<file path="src/rtl/pong_vga_pkg.sv">
// Shared constants for the pong VGA datapath: register map, frame FSM
// encoding and visible-area geometry (also used by vga_control).
package pong_vga_pkg;

  localparam int unsigned H_VISIBLE = 640;
  localparam int unsigned PADDLE_W  = 160;

  localparam int unsigned ADDR_W = 3;

  localparam logic [ADDR_W-1:0] ADDR_PADDLE_X = 3'd0;
  localparam logic [ADDR_W-1:0] ADDR_BALL_X   = 3'd1;
  localparam logic [ADDR_W-1:0] ADDR_BALL_Y   = 3'd2;
  localparam logic [ADDR_W-1:0] ADDR_STATUS   = 3'd3;
  localparam logic [ADDR_W-1:0] ADDR_CTRL     = 3'd4;

  typedef enum logic [1:0] {
    IDLE      = 2'd0,
    COMMIT    = 2'd1,
    WAIT_HIGH = 2'd2
  } state_e;

endpackage

</file>
<file path="src/rtl/sync_edge_det.sv">
// Two-flop synchronizer for an asynchronous level plus a one-cycle pulse
// on each falling edge of the synchronized level.
module sync_edge_det (
  input  logic clk,
  input  logic rst_n,
  input  logic async_i,
  output logic sync_o,
  output logic fall_o
);

  logic meta_q;
  logic sync_q;
  logic prev_q;

  // Flops reset high so an idle (inactive-high) input never looks like an edge
  always_ff @(posedge clk or negedge rst_n) begin
    if (!rst_n) begin
      meta_q <= 1'b1;
      sync_q <= 1'b1;
      prev_q <= 1'b1;
    end else begin
      meta_q <= async_i;
      sync_q <= meta_q;
      prev_q <= sync_q;
    end
  end

  assign sync_o = sync_q;
  assign fall_o = prev_q & ~sync_q;

endmodule

</file>
<file path="src/rtl/pong_frame_regs.sv">
// CPU register bank with shadow registers committed to the active object
// coordinates at the start of vsync. Optional IRQ: PONG_FRAME_IRQ_EN.
module pong_frame_regs
  import pong_vga_pkg::ADDR_W, pong_vga_pkg::ADDR_PADDLE_X, pong_vga_pkg::ADDR_BALL_X,
         pong_vga_pkg::ADDR_BALL_Y, pong_vga_pkg::ADDR_STATUS, pong_vga_pkg::ADDR_CTRL,
         pong_vga_pkg::state_e, pong_vga_pkg::IDLE, pong_vga_pkg::COMMIT,
         pong_vga_pkg::WAIT_HIGH;
#(
  parameter int unsigned DATA_W    = 16,
  parameter int unsigned H_VISIBLE = pong_vga_pkg::H_VISIBLE,
  parameter int unsigned PADDLE_W  = pong_vga_pkg::PADDLE_W,
  parameter int unsigned FCNT_W    = 12
) (
  input  logic              clk,
  input  logic              rst_n,
  input  logic [ADDR_W-1:0] cpu_addr,
  input  logic [DATA_W-1:0] cpu_wdata,
  input  logic              cpu_we,
  input  logic              cpu_re,
  output logic [DATA_W-1:0] cpu_rdata,
  input  logic              vsync_in,
  output logic [DATA_W-1:0] paddle_x,
  output logic [DATA_W-1:0] ball_x,
  output logic [DATA_W-1:0] ball_y,
  output logic              frame_tick,
  output logic [FCNT_W-1:0] frame_cnt
`ifdef PONG_FRAME_IRQ_EN
  ,
  output logic              frame_irq
`endif
);

  localparam logic [DATA_W-1:0] PADDLE_MAX = DATA_W'(H_VISIBLE - PADDLE_W);

  logic vs_sync;
  logic vs_fall;

  sync_edge_det u_vs_sync (
    .clk     (clk),
    .rst_n   (rst_n),
    .async_i (vsync_in),
    .sync_o  (vs_sync),
    .fall_o  (vs_fall)
  );

  state_e            state_q;
  logic [DATA_W-1:0] pad_sh_q, pad_sh_d;
  logic [DATA_W-1:0] bx_sh_q, bx_sh_d;
  logic [DATA_W-1:0] by_sh_q, by_sh_d;
  logic [DATA_W-1:0] pad_q, bx_q, by_q;
  logic              dirty_q, dirty_d;
  logic              freeze_q, freeze_d;
  logic              tick_q;
  logic [FCNT_W-1:0] fcnt_q;
  logic [DATA_W-1:0] rdata_q, rdata_d;
  logic              commit_c;
  logic              wr_obj_c;
  logic              irq_bit_c;

  // CPU write path; a write landing in the commit cycle survives as dirty
  always_comb begin
    pad_sh_d = pad_sh_q;
    bx_sh_d  = bx_sh_q;
    by_sh_d  = by_sh_q;
    freeze_d = freeze_q;
    wr_obj_c = 1'b0;
    commit_c = (state_q == COMMIT) && !freeze_q && dirty_q;
    if (cpu_we) begin
      case (cpu_addr)
        ADDR_PADDLE_X: begin
          pad_sh_d = (cpu_wdata > PADDLE_MAX) ? PADDLE_MAX : cpu_wdata;
          wr_obj_c = 1'b1;
        end
        ADDR_BALL_X: begin
          bx_sh_d  = cpu_wdata;
          wr_obj_c = 1'b1;
        end
        ADDR_BALL_Y: begin
          by_sh_d  = cpu_wdata;
          wr_obj_c = 1'b1;
        end
        ADDR_CTRL: freeze_d = cpu_wdata[0];
        default: ;
      endcase
    end
    dirty_d = (dirty_q && !commit_c) || wr_obj_c;
  end

`ifdef PONG_FRAME_IRQ_EN
  logic irq_q, irq_d;

  // Set in the commit cycle wins over a coincident clear
  always_comb begin
    irq_d = irq_q;
    if (cpu_we && (cpu_addr == ADDR_STATUS)) irq_d = 1'b0;
    if (state_q == COMMIT)                   irq_d = 1'b1;
  end

  always_ff @(posedge clk or negedge rst_n) begin
    if (!rst_n) irq_q <= 1'b0;
    else        irq_q <= irq_d;
  end

  assign irq_bit_c = irq_q;
  assign frame_irq = irq_q;
`else
  assign irq_bit_c = 1'b0;
`endif

  // Read mux sees pre-write register values; data holds when not reading
  always_comb begin
    rdata_d = rdata_q;
    if (cpu_re) begin
      rdata_d = '0;
      case (cpu_addr)
        ADDR_PADDLE_X: rdata_d = pad_sh_q;
        ADDR_BALL_X:   rdata_d = bx_sh_q;
        ADDR_BALL_Y:   rdata_d = by_sh_q;
        ADDR_STATUS: begin
          rdata_d[0]          = dirty_q;
          rdata_d[1]          = irq_bit_c;
          rdata_d[FCNT_W+3:4] = fcnt_q;
        end
        ADDR_CTRL:     rdata_d[0] = freeze_q;
        default: ;
      endcase
    end
  end

  always_ff @(posedge clk or negedge rst_n) begin
    if (!rst_n) begin
      pad_sh_q <= '0;
      bx_sh_q  <= '0;
      by_sh_q  <= '0;
      dirty_q  <= 1'b0;
      freeze_q <= 1'b0;
      rdata_q  <= '0;
    end else begin
      pad_sh_q <= pad_sh_d;
      bx_sh_q  <= bx_sh_d;
      by_sh_q  <= by_sh_d;
      dirty_q  <= dirty_d;
      freeze_q <= freeze_d;
      rdata_q  <= rdata_d;
    end
  end

  // Frame FSM: one commit per vsync, re-armed only once vsync returns high
  always_ff @(posedge clk or negedge rst_n) begin
    if (!rst_n) begin
      state_q <= IDLE;
      pad_q   <= '0;
      bx_q    <= '0;
      by_q    <= '0;
      tick_q  <= 1'b0;
      fcnt_q  <= '0;
    end else begin
      tick_q <= 1'b0;
      case (state_q)
        IDLE: begin
          if (vs_fall) state_q <= COMMIT;
        end
        COMMIT: begin
          if (commit_c) begin
            pad_q <= pad_sh_q;
            bx_q  <= bx_sh_q;
            by_q  <= by_sh_q;
          end
          tick_q  <= 1'b1;
          fcnt_q  <= fcnt_q + FCNT_W'(1);
          state_q <= WAIT_HIGH;
        end
        WAIT_HIGH: begin
          if (vs_sync) state_q <= IDLE;
        end
        default: state_q <= IDLE;
      endcase
    end
  end

  assign cpu_rdata  = rdata_q;
  assign paddle_x   = pad_q;
  assign ball_x     = bx_q;
  assign ball_y     = by_q;
  assign frame_tick = tick_q;
  assign frame_cnt  = fcnt_q;

endmodule

</file>
<file path="config.mk">
export PLATFORM = sky130hd
export DESIGN_NAME = pong_frame_regs
export DESIGN_NICKNAME = d
export VERILOG_FILES = /design/src/rtl/pong_vga_pkg.sv /design/src/rtl/sync_edge_det.sv /design/src/rtl/pong_frame_regs.sv
export SDC_FILE = /design/constraint.sdc
export NUM_CORES = 1
export LEC_CHECK = 0
export BUFFER_PORTS_ARGS = -buffer_cell sky130_fd_sc_hd__buf_2
export CORE_ASPECT_RATIO = 2
export CORE_MARGIN = 4
export CORE_UTILIZATION = 55
export DETAILED_ROUTE_END_ITERATION = 16
export MAX_ROUTING_LAYER = met4
export PLACE_DENSITY = 0.79
export REMOVE_ABC_BUFFERS = 1
export SETUP_SLACK_MARGIN = 0.05
export SLEW_MARGIN = 20
export SYNTH_ARGS = -nofsm -noshare
export SYNTH_HDL_FRONTEND = slang
export SYNTH_HIERARCHICAL = 1
export SYNTH_SLANG_ARGS = --single-unit
</file>
<file path="constraint.sdc">
create_clock -name clk -period 2.1 [get_ports clk]
set_input_delay 0.105 -clock clk [delete_from_list [all_inputs] [get_ports clk]]
set_output_delay 0.105 -clock clk [all_outputs]
set_load 0.05 [all_outputs]
</file>
# Word level (Yosys, flattened, before mapping)
# Index checks and enable logic that the tools add are counted.
dict set report totals {
  out_inout_bits 77
  register_bits 132
  inputBits 24
}
dict set report classes {
  n_bitwise 2
  n_mux 11
  add_sub_neg 1
  eq_ne 8
  n_lt_le_gt_ge 1
  n_reduce_logical 15
}
# operator count
set ops {}
lappend ops {{$pmux W12 S4} 1}
lappend ops {{$gt A16 B9 Y1 const B} 1}
lappend ops {{$mux W16} 1}
lappend ops {{$add A12 B1 Y12 const B} 1}
lappend ops {{$pmux W2 S3} 2}
lappend ops {{$reduce_and A2 Y1} 6}
lappend ops {{$eq A3 B2 Y1 const B} 2}
lappend ops {{$pmux W1 S5} 1}
lappend ops {{$mux W2} 2}
lappend ops {{$ne A2 B1 Y1 const B} 2}
lappend ops {{$eq A3 B1 Y1 const B} 1}
lappend ops {{$eq A3 B3 Y1 const B} 1}
lappend ops {{$logic_and A1 B1 Y1} 3}
lappend ops {{$logic_not A3 Y1} 1}
lappend ops {{$mux W1} 3}
lappend ops {{$pmux W1 S3} 1}
lappend ops {{$reduce_or A3 Y1} 1}
lappend ops {{$eq A2 B1 Y1 const B} 1}
lappend ops {{$eq A2 B2 Y1 const B} 1}
lappend ops {{$logic_not A1 Y1} 2}
lappend ops {{$logic_not A2 Y1} 1}
lappend ops {{$and A1 B1 Y1} 1}
lappend ops {{$logic_or A1 B1 Y1} 1}
lappend ops {{$not A1 Y1} 1}

# Depth between registers and ports, before layout
# Gate-level depths: netlist (run 1).
dict set report logic_depth {
  ltp_word 6
  depth_mapped 6
  mapped_depth_nobuf 5
}

# By module
# The synthesis (run 1) kept the hierarchy.
# mod cells_each instances area_each_um2
set modules_own_cells {}
lappend modules_own_cells {pong_frame_regs 386 1 5460.2}
lappend modules_own_cells {sync_edge_det 4 1 92.6}

# Worst setup path before layout (run 1)
# Ideal clock, no wire load.
dict set report synth_timing {
  path_kind {reg2reg}
  from {register fcnt_q[3], in the netlist frame_cnt[3]}
  to {register fcnt_q[11], in the netlist frame_cnt[11]}
  path_stages_with_launch 5
  path_buffers 0
  setup_slack_ps 518
  arrival_ps 1441
  period_less_slack_ps 1582
  required_ps 1959
  cell_sequence {dfrtp_1 -> and4_1 -> and3_1 -> nand4_1 -> xnor2_1}
}
dict set report synth_between {
  elab_chain_len 1
}
# item line_no
set synth_rtl {}
lappend synth_rtl {{from (decl)} pong_frame_regs.sv:54} ;# logic [FCNT_W-1:0] fcnt_q;
lappend synth_rtl {{from (signal assigned)} pong_frame_regs.sv:170} ;# fcnt_q <= fcnt_q + FCNT_W'(1);
lappend synth_rtl {{$add A12 B1 Y12} pong_frame_regs.sv:170}
# Every way passes these cells.
# A chain may end at the register's enable or synchronous reset.

# Final worst setup path (run 1)
dict set report layout_timing {
  from {register state_q[1]}
  to {register by_q[7], in the netlist ball_y[7]}
}
dict set report layout_between {
  elab_chain_len 4
}
# item line_no
set layout_rtl {}
lappend layout_rtl {{from (decl)} pong_frame_regs.sv:46} ;# state_e state_q;
lappend layout_rtl {{from (signal assigned)} pong_frame_regs.sv:151} ;# state_q <= IDLE;
lappend layout_rtl {{from (signal assigned)} pong_frame_regs.sv:161} ;# if (vs_fall) state_q <= COMMIT;
lappend layout_rtl {{from (signal assigned)} pong_frame_regs.sv:171} ;# state_q <= WAIT_HIGH;
lappend layout_rtl {{$eq A2 B1 Y1 *} {pong_frame_regs.sv:67, pong_frame_regs.sv:159}}
lappend layout_rtl {{$logic_and A1 B1 Y1 (2 in series)} pong_frame_regs.sv:67} ;# commit_c = (state_q == COMMIT) && !freeze_q && dirty_q;
lappend layout_rtl {{$reduce_and A2 Y1 (no line) *} -}
lappend layout_rtl {{to (signal assigned)} pong_frame_regs.sv:167} ;# by_q <= by_sh_q;
lappend layout_rtl {{to (decl)} pong_frame_regs.sv:50} ;# logic [DATA_W-1:0] pad_q, bx_q, by_q;
# Mark *: on every way between the ends. The rest lies on a longest branch, timed or not.

==> results of run 1 <==
[routing by layer]
metal	GRT usage (%)	part of all wire (%)	vias to the layer above	wire length (µm)
met1	26.2	37	1870	4830
met2	43.1	56	96	7380
met3	5.09	3.7	35	485
met5	-	0	-	0
met4	12.6	3.2	0	425
li1	-	-	1622	-
[cells in the mapped netlist]
library cell and instances:
dfrtp_1 129, nor3_2 1, xor2_1 1, nand2_1 39, a21o_1 1, o2111ai_1 1, and3_4 1, o21ai_0 25
mux2i_1 4, nor3b_1 1, nor4_1 1, nor2b_1 1, inv_1 17, buf_2 7, inv_2 1, xnor2_1 10
o22ai_1 3, mux2_2 51, mux2_4 30, nor2_1 7, nor3_4 1, nand3_1 5, nand2b_1 3, a21oi_1 6
nand3b_1 1, mux4_2 12, ha_1 1, buf_6 3, clkbuf_1 3, and3_1 2, and2_1 7, nand4_1 2
nor3_1 1, nor2b_4 1, buf_4 2, and4_1 1, a41o_1 1, buf_8 1, dfstp_2 3, nor3b_4 1
nand2b_4 2
[through the flow]
stage	util [%]	hold WS (ns)	total power [mW]	instance area (µm²)	setup slack [ns]
after CTS	72.2	0.0975	9.84	7090	0.329
after global placement	63.8	0.0971	6.53	6260	0.397
after detailed placement	63.8	0.111	6.62	6260	0.340
after global routing	72.2	0.130	10.2	7090	0.254
after floorplan	-	-0.191	5.76	5440	0.408
final	72.2	0.109	9.78	7090	0.335
[flip-flops by register name (all words and copies together) (netlist names)]
signal / flops
ball_y: 16
cpu_rdata: 16
ball_x: 16
frame_cnt: 12
u_vs_sync/meta_q: 1
dirty_q: 1
u_vs_sync/prev_q: 1
pad_sh_q: 16
state_q: 2
bx_sh_q: 16
by_sh_q: 16
freeze_q: 1
frame_tick: 1
u_vs_sync/sync_o: 1
paddle_x: 16
[worst paths after layout]
path                                  start                to  slack (ns)  cells past startpoint
setup / recovery                 state_q[1]         ball_y[7]        0.33                      5
hold / removal                       cpu_we          freeze_q        0.11                      3
setup reg to reg                 state_q[1]         ball_y[7]        0.33                      5
hold reg to reg            u_vs_sync/meta_q  u_vs_sync/sync_o        0.35                      0
max in group asynchronous             rst_n        bx_sh_q[0]        1.15                      3
min in group asynchronous             rst_n         ball_x[8]        0.23                      2
[cell usage in the layout, fill, tap and decap left out, types with 2 or more instances in the layout]
master         count
buf_12             3
nand3_1            5
mux2_4            30
dfstp_2            3
dlygate4sd3_1     18
nand2_1           39
buf_4             12
nand2b_4           2
mux2i_1            4
and3_1             2
a21oi_1            6
bufinv_16          4
nand2b_1           3
o22ai_1            3
mux2_2            51
dfrtp_1          129
o21ai_0           25
nor2_1             7
and2_1             7
nand4_1            2
mux4_2            12
buf_2             99
inv_1             17
clkinv_2           4
clkbuf_8           5
clkbuf_16         17
xnor2_1           10
[report_power, final]
group | switching [mW] | internal [mW]
Clock | 1.05 | 2.14
Sequential | 0.421 | 3.13
Combinational | 2.06 | 0.976
Total | 3.53 | 6.25
[worst min-delay path, delay by kind of cell]
| kind | cells | cell delay (ns) |
|---|---|---|
| buf+inv | 1 | 0.13 |
| mux | 1 | 0.15 |
| simple gates | 1 | 0.10 |
[cells by family (layout without fill, tap and decap cells)]
group	Yosys count	count (layout)	synth area share (%)
flops	132	132	59.6
mux	97	97	24.0
simple gates	78	78	7.64
compound gates	37	37	3.61
buf+inv	34	183	3.20
xor+xnor	11	11	1.73
fa+ha+maj	1	1	0.225
[area by class of cell]
class | instances | share of cell area [%]
clock inverter | 9 | 2.08
multi-input combinational | 224 | 29.2
inverter | 18 | 0.953
clock buffer | 23 | 7.02
timing repair buffer | 133 | 11.8
tap | 132 | 2.33
sequential | 132 | 46.6
[timing repair]
item                      4_1_cts  5_1_grt
setup buffers                   0        0
hold endpoints to repair       93        0
hold buffers                   18        0
==> results, run 1 <==
- The flow ran to the end, and the final reports show no timing, DRC or antenna violations.
- The region available for standard cell placement spans 9830 µm².
- The maximum fanout count along the critical path is 18.
- The via count of the first global-routing pass is 4,030.
- The area used by multi-input combinational logic is 2070 µm².
- The worst setup path is captured at a flop.
- Relative to the synthesized area, the layout overhead comes to 27.7%.
- The clock root buffer is clkbuf_16.
- The synthesized area divided by synthesized cell count is 14.2 µm².
- The number of hold violations in the final report was 0.
- In this run, synthesis produced a sequential element count of 132.
- The overall die width is 79.1 µm.
- Together, buffers and inverters on the worst path number 2.
- Once the floorplan was initialized, standard cells occupied 56.5% of the core.
- The classification of the worst-slack hold path is input pin to flop.
- In this run the cell area of the synthesized design comes to 5550 µm².
- Summed over all failing endpoints, the final setup total negative slack is 0 ns.
- The layout filler cell count is 708.
- After detailed routing, the average wire length per cell comes to 19.6 µm.
- Of the synthesized area, sequential elements account for 59.6%.
- The final max-slew violation count is 0.
- The max-capacitance violation count is 0.
- The synthesized instance count is 390.
- Entering global routing, the biggest net connects 60 pins.
- The number of routed nets with antenna violations is 0.
- The analysis attributes to cell leakage a power of 3.43 nW.
- The first global-routing pass estimated 21,100 µm of wire.
- The die covers 11,900 µm².
- The I/O pin count is 101.
- Post-CTS repair changed the size of 0 cells.
- The global-route congestion overflow total is 0.
- The total of warnings raised by yosys is 6.
- Broken down by cell family, the worst path's largest delay share belongs to simple AND/OR/NAND/NOR gates.
- The net count of the finished layout is 551.
- The total vias in the final route is 3,623.
- In the final layout, the share of cells above drive strength 1 is 46.4%.
- The H-tree depth is 4.
- Counting distinct cell types in the post-synthesis netlist gives 41.
- The clock slew at the register clock pins of the worst setup and hold paths is 0.05 ns.
- The critical path goes through nand2b_4 -> inv_2 -> and3_4 -> buf_12 -> mux2_2.
- The number of antenna diodes in the final layout is 0.
- The clock period could shrink to 1.77 ns.
- The count of buffers added on input and output ports is 100.
- The detailed-route DRC error count is 0.
- The detailed-route vias per instance is 5.40.
- The element type at the critical path start is a flop.
- The maximum number of buffers from clock root to sink is 2.
- The half-perimeter wire length after detailed placement is 8970 µm.
- STA puts the critical path data required time at 2.40 ns.
- The number of antenna violations at the first check in global routing is 0.
- The total clock sinks is 132.
- The first TritonRoute pass finished after 4 iterations.
- Data on the critical path arrives at its endpoint at 2.06 ns.
- The worst path uses 84.1% of the clock period.
- The critical-path cell with the highest stage delay is and3_4.
- Across the whole layout, storage elements account for 3310 µm².
- Setup repair after global routing left no endpoint under its margin.
- In this design, the stage delay of the slowest critical-path cell is 0.41 ns.
- TritonCTS built the clock tree.
- Setup violations remaining at the end of the flow were counted as 0.
- The total wirelength of the detailed-routed design is 13,100 µm.
- Power spread over the standard cell area amounts to 1380 nW/µm².
- The clock reaches the later pin of the worst-skew pair after 0.41 ns.
- The top cell type by area accounts for 58.1% of the synthesized area.
- The class of the most critical setup path is flop to flop.
- The clock tree skew after final layout is 0.00514 ns.
- The number of clock buffers added by TritonCTS is 17.
- VDD sags by at most 0.000833 V.
- The floorplan die height is 150 µm.
- The standard-cell row count is 51.
- The relative slew slack is 63.2%.
- The global placement routability congestion is 0.782.
- Excluding fillers, the count of instances in the completed layout stands at 671.
- The first routing iteration left 192 violations.
- The slew of the pin with the lowest slew margin is 0.552 ns.
- After synthesis, the cell types taking the most area are dfrtp_1 58%, mux2_2 10%, mux2_4 8.1%.
- The synthesized design spends more area on one cell type than any other, namely dfrtp_1.
- After detailed placement, the design holds a cell count of 621.
- For this run, the total global-route usage over all layers was measured as 24.7%.
- The highest achievable clock rate is 566 MHz.
No activity file was read; power rests on OpenSTA's default activity.
==> run 2, diff against run 1 <==
- clock period: 2.1 -> 1.69 ns (I/O delays scaled with it)
==> run 2 against run 1 <==
Total power increased by 17%. Sequential share of layout area increased by 0.33 points. Worst hold slack got worse by 0.057 ns. Clock-buffer cell count increased by 4. Fmax increased by 8.8%. Highest routed layer unchanged. Critical endpoint is now ball_y[9]. Critical path type unchanged. Cell count increased by 1.5%. First-iteration DRC count increased by 7.8%. Design area decreased by 0.71%.
==> results, run 2 (synthesis gave the netlist of run 1 again) <==
- The library cell used most frequently in the layout, excluding fill and tap cells, is dfrtp_1.
- The maximum number of buffers from clock root to sink is 2 (unchanged).
- The overall die width is 79.1 µm (unchanged).
- The final setup violation count is 0 (unchanged).
- The maximum number of pins on one net before global-route repair is 45 (-25%).
- The post-detailed-route wirelength per cell is 19.3 µm (-1.2%).
- The via count of the first global-routing pass came to 4,003 (-0.67%).
- The tightest min-delay check is of the input pin to flop type.
- The initial core utilization is 56.5% (unchanged).
- The area overhead of the layout relative to synthesis is 26.8%.
- The total clock sinks is 132 (unchanged).
- The half-perimeter wire length after detailed placement is 9200 µm (+2.5%).
- The global-route track usage on met3 is 5.69% (+0.60 points).
- The worst path required time is 1.98 ns (-0.42 ns).
- The slew of the pin with the lowest slew margin is 0.422 ns (-0.131 ns).
- The leakage dissipation is 3.40 nW (-0.73%).
- The clock latency on the worst-skew pair is 0.41 ns (about the same).
- The placed cell count is 629 (+1.3%).
- The maximum fanout count along the critical path is 22 (+4).
- The total wirelength of the detailed-routed design is 13,200 µm (+0.27%).
- The number of antenna violations at the first check in global routing is 2 (+2).
- The detailed-route vias per instance was 5.34 (-1.1%).
- The share of post-route cells with drive strength above 1 came to 46.1% (-0.31 points).
- The detailed-route DRC error count is 0 (unchanged).
- The final critical delay including setup and external delays was 1.62 ns (-0.143 ns).
- The met2 global-route usage came to 41.8% (-1.2 points).
- The peak per-stage delay on the critical path is 0.42 ns (about the same).
- The relative slew slack came to 71.7% (+8.5 points).
- The area used by multi-input combinational logic is 2070 µm² (unchanged).
- The internal reg-to-reg setup slack is 0.07 ns (-0.27 ns).
- The H-tree depth is 4 (unchanged).
- The total vias in the final route is 3,638 (+0.41%).
- The critical path goes through nand2b_4 -> inv_2 -> and3_4 -> buf_12 -> mux2_2.
- The number of nets in the final layout is 559 (+1.5%).
- The area used by sequential logic in the layout came to 3310 µm² (unchanged).
- met2 is the most crowded layer.
- The I/O pin count is 101 (unchanged).
- For hold timing, the worst endpoint is cpu_rdata[8].
- The first-pass detailed-route iteration total is 4 (unchanged).
- The cell area power density is 1630 nW/µm² (+18%).
- The global-route congestion overflow total is 0 (unchanged).
- The depth of the most critical reg-to-reg path is 5 (unchanged).
- Setup repair after global routing could not meet its margin everywhere.
- The setup fix buffers added after clock tree synthesis is 0 (unchanged).
- TritonCTS built the clock tree.
- The endpoint of the most critical register-to-register path is ball_y[9].
- The met1 demand-to-capacity share in global routing is 26.9% (+0.74 points).
- The total routing resource utilization after global routing is 24.3% (-0.45 points).
- CTS placed an instance of clkbuf_16 at the clock tree root.
- The final worst-path cycle share was 96.0% (+12 points).
- The floorplan die height was 150 µm (unchanged).
- The global placement routability congestion was 0.830 (+6.1%).
- The first-iteration detailed-routing DRC count was 207 (+7.8%).
- The count of placed standard cells in the final layout, fillers left out came to 681 (+1.5%).
- The highest achievable clock rate was 616 MHz (+8.8%).
- The core footprint is 9830 µm² (unchanged).
- The number of cells traversed by the worst hold path is 2 (-1).
- The clock tree skew after final layout is 0.00718 ns (+0.00204 ns).
- The total clock buffers created by CTS is 17 (unchanged).
- The layout filler cell count is 706 (-0.28%).
- The class of the most critical setup path is flop to flop.
- The standard-cell row count is 51 (unchanged).
- The number of hold violations in the final report came to 0 (unchanged).
- In this run the critical register-to-register path is launched from state_q[1].
- The worst setup path is captured at a flop.
- For this design, the slowest cell found on the critical path is dfrtp_1.
- The arrival time of the worst setup path is 1.92 ns (-0.14 ns).
- The wire length of the first global-routing pass is 21,000 µm (-0.39%).
- The maximum VDD drop is 0.00116 V (+39%).
- The clock slew at the register clock pins of the worst setup and hold paths is 0.06 ns (about the same).
- The final max-slew violation count is 0 (unchanged).
- The share of the core filled with cells in the final layout is 71.6% (-0.51 points).
- The floorplan die area is 11,900 µm² (unchanged).
- The element type at the critical path start is a flop.
- The top cell types in the final layout, fill and taps aside, are 129 x dfrtp_1, 99 x buf_2, 51 x mux2_2.
- The number of I/O port buffers is 100 (unchanged).
- The max-capacitance violation count is 0 (unchanged).
- The start point of the worst min-delay path is cpu_re.
- The flow ran to the end, and the final reports show no timing, DRC or antenna violations.
- The number of routed nets with antenna violations is 0 (unchanged).
==> run 2: changes by cell type in the layout (fill, tap and decap cells not counted), moves of 2 or more <==
cell	delta
clkbuf_8	-2
diode_2	+2
clkbuf_1	+6
buf_6	+2
bufinv_16	-4
buf_4	+6
==> run 2: what timing repair did <==
item / CTS / global route
hold buffers: 18 / 0
resized for setup: 1 / 1
hold endpoints to repair: 172 / 0
endpoints found under the setup margin: 10 / 32
==> run 2: worst max path at each step <==
stage | from | endpoint | slack (ns) | cells past startpoint
6_report | state_q[1] | ball_y[9] | 0.07 | 5
4_1_cts | state_q[1] | ball_y[11] | 0.05 | 5
5_1_grt | state_q[1] | ball_x[3] | 0.01 | 5
3_3_place_gp | state_q[1] | paddle_x[15] | 0.14 | 5
2_1_floorplan | state_q[1] | ball_x[0] | -0.002 | 4
3_5_place_dp | state_q[1] | paddle_x[15] | 0.07 | 5
==> run 2: critical path, delay by kind of cell, from the launching register on <==
kind / cells / cell delay, ns
buffers and inverters: 2 / 0.28
flip-flops: 1 / 0.42
multiplexers: 1 / 0.36
AND/OR/NAND/NOR: 2 / 0.42
==> run 2: stage by stage <==
step / setup WS (ns) / power [mW] / cell area, µm² / hold WS (ns) / TNS, ns
after CTS: 0.0524 / 11.6 / 7030 / 0.0408 / 0
after global routing: 0.0119 / 11.9 / 7040 / 0.0439 / 0
after global placement: 0.138 / 8.13 / 6320 / 0.0146 / 0
after floorplan: -0.00217 / 7.16 / 5440 / -0.211 / -0.0607
final: 0.0674 / 11.5 / 7040 / 0.0521 / 0
after detailed placement: 0.0725 / 8.24 / 6320 / 0.0249 / 0
==> run 2: area by class of cell <==
class                      instances  share of cell area, %
antenna                            2                 0.0711
clock buffer                      27                   7.00
clock inverter                     5                  0.427
inverter                          18                  0.960
multi-input combinational        224                   29.4
sequential                       132                   47.0
tap                              132                   2.35
timing repair buffer             141                   12.8
==> run 2: layer usage <==
metal / part of all wire, % / vias up
met2: 56 / 108
met1: 37 / 1855
met3: 4.4 / 26
li1: - / 1649
met5: 0 / -
met4: 2.7 / 0
==> run 2: where the power goes <==
part / leakage [nW] / internal [mW] / switching (mW) / total, mW
clock network: 0.251 / 1.98 / 1.26 / 3.24
registers: 1.68 / 3.89 / 0.518 / 4.41
logic: 1.48 / 1.23 / 2.58 / 3.82
==> run 3, diff against run 2 <==
- PLACE_DENSITY: 0.79 -> 0.89
- SETUP_SLACK_MARGIN: 0.05 -> 0.15
==> run 3 against run 2 <==
Total power is 3.1% higher. First-iteration DRC count up 50%. Cell count grew 1.0%. Clock skew up 0.00079 ns. Critical path depth unchanged. Combinational power rose by 4%. Design area up 3.1%. Clock power rose by 6.2%. Critical path type unchanged.
==> results, run 3 (synthesis gave the netlist of run 1 again) <==
- The flow ran to the end, and the final reports show no timing, DRC or antenna violations.
- The first-iteration detailed-routing DRC count is 311 (+50%).
- The number of routed nets with antenna violations is 0 (unchanged).
- The relative slew slack is 65.0% (-6.7 points).
- The library cell used most frequently in the layout, excluding fill and tap cells, is dfrtp_1.
- The post-detailed-route wirelength per cell is 21.6 µm (+12%).
- The clock slew at the register clock pins of the worst setup and hold paths is 0.06 ns (about the same).
- For hold timing, the worst endpoint is freeze_q.
- The core footprint is 9830 µm² (unchanged).
- The leakage dissipation is 3.51 nW (+3.2%).
- The internal power is 7.31 mW (+2.8%).
- The arrival time of the worst setup path came to 1.88 ns (-0.04 ns).
- The count of placed standard cells in the final layout, fillers left out came to 688 (+1.0%).
- The floorplan die area is 11,900 µm² (unchanged).
- The initial core utilization is 56.5% (unchanged).
- The total clock buffers created by CTS is 17 (unchanged).
- The maximum VDD drop was 0.00109 V (-5.8%).
- The classification of the worst-slack hold path is input pin to flop.
- The worst path required time came to 1.99 ns (about the same).
- The number of antenna violations at the first check in global routing is 0 (-2).
- The floorplan die height came to 150 µm (unchanged).
- The startpoint of the worst setup timing path is state_q[1].
- The cell area power density is 1630 nW/µm² (about the same).
- The detailed-route DRC error count is 0 (unchanged).
- The clock group share of total power was 29.0% (+0.7 points).
- The H-tree depth is 4 (unchanged).
- The final worst-path cycle share came to 93.7% (-2.3 points).
- The overall die width was 79.1 µm (unchanged).
- The share of power burned in registers is 37.5% (-1.0 points).
- The peak per-stage delay on the critical path came to 0.38 ns (-0.04 ns).
- The final max-slew violation count came to 0 (unchanged).
- The global-route congestion overflow total came to 0 (unchanged).
- The endpoint identified for the worst register-to-register timing path is ball_x[15].
- The relative contribution of combinational cells to total power is 33.5% (+0.2 points).
- The final critical delay including setup and external delays is 1.58 ns (-0.0397 ns).
- The via count of the first global-routing pass is 4,291 (+7.2%).
- The sum of negative setup slack is 0 ns (unchanged).
- The wire length of the first global-routing pass came to 22,900 µm (+9.2%).
- The area overhead of the layout relative to synthesis is 30.7%.
- The number of hold violations in the final report was 0 (unchanged).
- The total clock sinks was 132 (unchanged).
- The area used by multi-input combinational logic is 2090 µm² (+1.1%).
- The power spent charging and discharging nets is 4.52 mW (+3.8%).
- The wire length on met1 is 5100 µm (+4.0%).
- The number of cells traversed by the worst hold path was 3 (+1).
- The standard-cell row count came to 51 (unchanged).
- For this design, the slowest cell found on the critical path is dfrtp_1.
- The routed length on met3 came to 870 µm (+51%).
- The number of nets in the final layout is 569 (+1.8%).
- Setup repair after global routing could not meet its margin everywhere.
- The max-capacitance violation count came to 0 (unchanged).
- By startpoint and endpoint, the worst setup path is classified as flop to flop.
- CTS placed an instance of clkbuf_16 at the clock tree root.
- The total routing resource utilization after global routing was 26.8% (+2.5 points).
- The global placement routability congestion was 0.836 (+0.76%).
- The highest achievable clock rate is 632 MHz (+2.5%).
- The layout filler cell count came to 622 (-12%).
- The I/O pin count was 101 (unchanged).
- The placed cell count was 629 (unchanged).
- The clock tree skew after final layout is 0.00797 ns (+0.000785 ns).
- The start point of the worst min-delay path is cpu_we.
- The total wirelength of the detailed-routed design is 14,900 µm (+13%).
- The total met2 wirelength after detailed routing came to 8250 µm (+12%).
- The area used by sequential logic in the layout is 3310 µm² (unchanged).
- STA classifies the critical path endpoint as a flop.
- The maximum fanout count along the critical path is 8 (-64%).
- The internal reg-to-reg setup slack is 0.11 ns (+0.04 ns).
- The diode insertion count for antenna repair is 0 (-2).
- The slew of the pin with the lowest slew margin came to 0.525 ns (+0.103 ns).
- The share of post-route cells with drive strength above 1 is 48.4% (+2.3 points).
- The number of I/O port buffers is 100 (unchanged).
- The clock latency on the worst-skew pair is 0.42 ns (about the same).
- The half-perimeter wire length after detailed placement came to 9880 µm (+7.4%).
- The total vias in the final route is 3,875 (+6.5%).
- The final setup violation count was 0 (unchanged).
- The switching fraction of total power was 38.2% (+0.23 points).
- The element type at the critical path start is a flop.
- The detailed-route vias per instance is 5.63 (+5.4%).
- Walking the worst path, the cells encountered are nand2b_4 -> inv_4 -> and3_4 -> bufbuf_16 -> mux2_2.
- The CTS tree is built.
- In the layout the commonest cells are 129 x dfrtp_1, 99 x buf_2, 47 x mux2_2.
- The maximum number of pins on one net before global-route repair is 56 (+24%).
- The first-pass detailed-route iteration total is 4 (unchanged).
- The startpoint of the worst-slack reg-to-reg timing path is state_q[1].
- The depth of the most critical reg-to-reg path is 5 (unchanged).
- The highest layer touched by signal routing is met4.
- The maximum number of buffers from clock root to sink was 2 (unchanged).
[run 3: per-stage QoR]
step | util, % | hold slack (ns) | worst slack [ns] | cell area, µm² | total power [mW]
after floorplan | - | -0.211 | -0.00217 | 5440 | 7.16
after global placement | 64.6 | 0.0740 | 0.157 | 6350 | 8.14
after detailed placement | 64.6 | 0.0759 | 0.0831 | 6350 | 8.28
after CTS | 73.1 | 0.0761 | 0.110 | 7190 | 11.8
after global routing | 73.9 | 0.0967 | 0.0502 | 7260 | 12.3
final | 73.9 | 0.0897 | 0.107 | 7260 | 11.8
[run 3: how the worst max path moves through the flow]
stage / slack (ns) / cells past startpoint / end
after global placement: 0.16 / 5 / ball_y[3]
after detailed placement: 0.08 / 5 / ball_x[1]
final: 0.11 / 5 / ball_x[15]
after floorplan: -0.002 / 4 / ball_x[0]
after global routing: 0.05 / 6 / pad_sh_q[2]
after CTS: 0.11 / 5 / ball_y[3]
[run 3: repair_timing]
action                                 in CTS  in global routing
hold buffers                               18                  0
buffers inserted                            4                  3
pin swaps                                   0                  1
resized for setup                           2                  6
cloned                                      2                  1
setup endpoints to repair                  31                 44
endpoints found under the hold margin      94                  0
[run 3: final cells by class]
| type | count | area share [%] |
|---|---|---|
| clock buffer | 21 | 6.48 |
| clock inverter | 10 | 1.14 |
| inverter | 18 | 0.965 |
| multi-input combinational | 224 | 28.8 |
| sequential | 132 | 45.6 |
| tap | 132 | 2.28 |
| timing repair buffer | 151 | 14.8 |
[run 3: power by group through the flow]
stage | combinational, mW | clock, mW | sequential, mW
final | 3.96 | 3.44 | 4.44
after global routing | 4.14 | 3.62 | 4.51
after CTS | 3.93 | 3.45 | 4.41
after detailed placement | 3.83 | 0 | 4.45
after global placement | 3.73 | 0 | 4.41
after floorplan | 1.00 | 0 | 6.16
[run 3: per-layer routing]
| metal | track usage [%] | vias to the layer above |
|---|---|---|
| li1 | - | 1667 |
| met1 | 28.4 | 1977 |
| met2 | 45.2 | 173 |
| met3 | 5.87 | 58 |
| met4 | 16.4 | 0 |
| met5 | - | - |
[run 3: worst max-delay path, delay by kind of cell, from the launching register on]
family,cells,cell delay (ns)
buffers and inverters,2,0.36
muxes,1,0.34
DFF,1,0.38
and+or+nand+nor,2,0.39
